`config.mk`:
```
export PLATFORM = sky130hd
export DESIGN_NAME = mux_bin
export DESIGN_NICKNAME = d
export VERILOG_FILES = /design/src/rtl/mux_bin_pkg.sv /design/src/rtl/mux_bin_leaf.sv /design/src/rtl/mux_bin.sv
export SDC_FILE = /design/constraint.sdc
export NUM_CORES = 1
export LEC_CHECK = 0
export BUFFER_PORTS_ARGS = -buffer_cell sky130_fd_sc_hd__buf_2
export CELL_PAD_IN_SITES_DETAIL_PLACEMENT = 1
export CELL_PAD_IN_SITES_GLOBAL_PLACEMENT = 2
export CORE_ASPECT_RATIO = 0.9
export CORE_UTILIZATION = 17
export DETAILED_ROUTE_END_ITERATION = 8
export PLACE_DENSITY_LB_ADDON = 0.12
export SETUP_SLACK_MARGIN = 0.2
export SYNTH_ARGS = -nofsm -noshare
export SYNTH_HDL_FRONTEND = slang
export SYNTH_SLANG_ARGS = --single-unit
```
`constraint.sdc`:
```
create_clock -name vclk -period 3.85
set_input_delay 0.385 -clock vclk [all_inputs]
set_output_delay 0.385 -clock vclk [all_outputs]
set_load 0.005 [all_outputs]
```
`src/rtl/mux_bin_pkg.sv`:
```
// mux_bin shared definitions: architecture selectors
// and the tree-depth helper.
package mux_bin_pkg;

  localparam int IMP_INDEX = 0;
  localparam int IMP_TREE  = 1;

  function automatic int ceil_div(
    input int a,
    input int b
  );
    return (a + b - 1) / b;
  endfunction

endpackage

```
`src/rtl/mux_bin_leaf.sv`:
```
// mux_bin_leaf: one SPLIT-input selection stage
// of the tree architecture.
module mux_bin_leaf
  import mux_bin_pkg::*;
#(
  parameter type DAT_T = logic [7:0],
  parameter int  SPLIT = 4,
  localparam int SPLIT_LOG = $clog2(SPLIT)
) (
  input  logic [SPLIT_LOG-1:0] sel,
  input  DAT_T                 ary [SPLIT-1:0],
  output DAT_T                 dat
);

  assign dat = ary[sel];

endmodule

```
`src/rtl/mux_bin.sv`:
```
// mux_bin: binary-select multiplexer, direct or tree.
// Define MUX_BIN_REG_EN for a registered output.
module mux_bin
  import mux_bin_pkg::*;
#(
  parameter type DAT_T          = logic [7:0],
  parameter int  WIDTH          = 16,
  parameter int  SPLIT          = 4,
  parameter int  IMPLEMENTATION = 0,
  localparam int WIDTH_LOG      = $clog2(WIDTH),
  localparam int SPLIT_LOG      = $clog2(SPLIT)
) (
  input  logic                 clk,
  input  logic                 rst,
  input  logic [WIDTH_LOG-1:0] bin,
  input  DAT_T                 ary [WIDTH-1:0],
  output DAT_T                 dat
);

  DAT_T nxt;

  if (IMPLEMENTATION == IMP_INDEX) begin : g_idx
    assign nxt = (32'(bin) < WIDTH) ? ary[bin] : '0;
  end else if (IMPLEMENTATION == IMP_TREE) begin : g_tree
    localparam int K  = ceil_div(WIDTH_LOG, SPLIT_LOG);
    localparam int N  = SPLIT ** K;
    localparam int SW = K * SPLIT_LOG;

    DAT_T          pad [N-1:0];
    logic [SW-1:0] sel;

    // Zero-extended select: the root uses fewer real bits.
    assign sel = SW'(bin);

    for (genvar i = 0; i < N; i++) begin : g_pad
      if (i < WIDTH) begin : g_d
        assign pad[i] = ary[i];
      end else begin : g_z
        assign pad[i] = '0;
      end
    end

    for (genvar l = 0; l < K; l++) begin : g_lvl
      localparam int CNT = SPLIT ** (K - l - 1);
      DAT_T node [CNT-1:0];
      for (genvar j = 0; j < CNT; j++) begin : g_n
        DAT_T in [SPLIT-1:0];
        for (genvar s = 0; s < SPLIT; s++) begin : g_i
          if (l == 0) begin : g_p
            assign in[s] = pad[j*SPLIT+s];
          end else begin : g_q
            assign in[s] = g_lvl[l-1].node[j*SPLIT+s];
          end
        end
        mux_bin_leaf #(
          .DAT_T (DAT_T),
          .SPLIT (SPLIT)
        ) u_leaf (
          .sel (sel[l*SPLIT_LOG +: SPLIT_LOG]),
          .ary (in),
          .dat (node[j])
        );
      end
    end

    assign nxt = g_lvl[K-1].node[0];
  end else begin : g_bad
    $error("mux_bin: unsupported IMPLEMENTATION %0d",
           IMPLEMENTATION);
  end

`ifdef MUX_BIN_REG_EN
  always_ff @(posedge clk) begin
    if (rst) dat <= '0;
    else     dat <= nxt;
  end
`else
  logic unused;
  assign unused = ^{clk, rst};
  assign dat    = nxt;
`endif

endmodule

```
==> impl_metrics.yaml <==
run_status:
  status: "finished with violations"
  violations: "DRC"
route:
  via_per_inst: 4.94
  drt_iter0_drc: 62
  via_count: 1338
  wl_mm: 4.61
  drc: 18
  wl_per_cell_um: 17.0
  final_antenna_net_count: 0
  drt_pass1_iterations: 6
final_layout:
  final.clkbuf_count: 0
  nFillCells: 703
  nets: 337
  multi_input_area_sq_um: 947
  layout_commonest_cell: "buf_2"
  seq_area_sq_um: 0
  post-route-util_pct: 30.3
  seq_cells: 0
  drive_gt1_share_pct: 79.1
  diodes: 0
  area_growth_pct: 68.6
  final_cell_mix: "buf_2 (140), mux4_2 (18), a22oi_1 (16)"
  stdcell_count: 271
worst_setup_path:
  cp_num_cells: 6
  critPathKind: "in2out"
  cp-start-kind: "primary input"
  crit_path_end: "dat[6]"
  end_kind: "output pin"
  crit_chain: "buf_2, buf_4, mux4_2, a22oi_1, nand2_1, buf_2"
  slowest_delay_ns: 0.66
  worst-path-max-fanout: 29
  critical_path_buf_inv_count: 3
  critPathTopFamily: "buffers and inverters"
  required_ns: 3.46
  timing.critical_path.from: "bin[0]"
  cp.arrival_ns: 2.20
  crit_top_cell: "buf_2"
  slowest_stage: "buf_2"
global_routing:
  antenna_found_initial: 0
  grt_use_total_pct: 14.0
  grt_max_degree: 33
  grt_remaining_overflow: 0
  grt_pass1_vias: 1485
  grt_pass1_wl_mm: 7.28
job:
  maxCapViolations: 0
timing:
  setup_viol: 0
  fin_ws_ns: 1.27
  period_share_pct: 67.1
  relSlewSlack_pct: 41.8
  rsz0062_at_grt: "no"
  finalMaxSlewViolations: 0
  min_period_ns: 2.58
  hold_viol_final: 0
  max_clock_freq_mhz: 387
  tightest_slew_ns: 0.873
  fin_tns_setup_ns: 0
clock_network:
  post_cts_buffers: 0
  cts_hold_buffers: 0
  cts_resized: 0
placed_design:
  io_buffers: 140
  gp_congestion: 0.780
  dp_hpwl_mm: 3.89
  placed_cells: 271
  dp_slack_ns: 1.21
power:
  vdd_drop_max_v: 0.0000721
  p_per_area_nw_per_um2: 102
  p_leak_uw: 0.000895
floorplanning:
  fp-row-count: 26
  die_y_um: 76.0
  ioPinCount: 142
  start_util_pct: 17.9
  fp.dieArea_sq_um: 6400
  core_area_sq_um: 5760
  die_x_um: 84.2
logic_synthesis:
  ys_seq_area_share_pct: 0
  yosys_warnings: 0
  syn_inst: 70
  synth_cell_types: 12
  syn-num-nets: 204
  avgSynthCellArea_sq_um: 14.8
  syn_area_sq_um: 1030
hold_path:
  min-delay-start: "ary[56]"
  min-delay-path-class: "in2out"
synthesized netlist by cell type:
| cell | count | share of area, % |
|---|---|---|
| nor2_1 | 1 | 0.36 |
| buf_6 | 3 | 3.3 |
| mux4_1 | 14 | 36 |
| and2b_1 | 1 | 0.73 |
| nor2b_1 | 1 | 0.61 |
| and2_1 | 1 | 0.61 |
| a22oi_1 | 16 | 12 |
| clkdlybuf4s25_2 | 3 | 2.9 |
| buf_4 | 1 | 0.73 |
| nand2_1 | 8 | 2.9 |
| buf_2 | 3 | 1.5 |
| mux4_2 | 18 | 39 |
kinds of logic (layout without fill, tap and decap cells):
logic type	count (synthesis)	count (layout)	share of synthesized area, %
AO/OA/AOI/OAI	16	16	11.6
buffers and inverters	10	141	8.35
multiplexers	32	32	74.8
AND/OR/NAND/NOR	12	12	5.21
worst min-delay path, delay by kind of cell:
| family | cells | cell delay (ns) |
|---|---|---|
| mux | 1 | 0.20 |
| buf+inv | 2 | 0.17 |
| compound gates | 1 | 0.06 |
| simple gates | 1 | 0.06 |
power breakdown:
| part | switching, uW | total (uW) | internal (uW) |
|---|---|---|---|
| registers | 0 | 0 | 0 |
| logic | 63.6 | 178 | 115 |
| clock network | 0 | 0 | 0 |
per-layer routing:
metal  up-vias  GRT usage (%)  routed length, um
met5         -              0                  0
met4         0           1.21                 56
met3         6           2.82                506
met2        90           28.2               2450
met1       638           15.5               1590
li1        604              -                  -
final cells by class:
type	instances	share of cell area (%)
multi-input combinational	60	54.3
tap	70	5.03
timing repair buffer	141	40.6
through the flow:
| step | cell area (sq um) | power [uW] | hold slack, ns |
|---|---|---|---|
| 6_report | 1740 | 178 | 1.27 |
| 3_3_place_gp | 1740 | 178 | 1.28 |
| 2_1_floorplan | 1030 | 96.7 | 1.03 |
| 4_1_cts | 1740 | 182 | 1.28 |
| 3_5_place_dp | 1740 | 181 | 1.28 |
| 5_1_grt | 1740 | 196 | 1.31 |
worst min-delay path by stage:
stage / endpoint / slack, ns / cells after the start
6_report: dat[0] / 1.27 / 5
5_1_grt: dat[6] / 1.31 / 5
4_1_cts: dat[0] / 1.28 / 5
3_5_place_dp: dat[0] / 1.28 / 5
3_3_place_gp: dat[0] / 1.28 / 5
2_1_floorplan: dat[0] / 1.03 / 3
(Power assumes the default switching activity.)
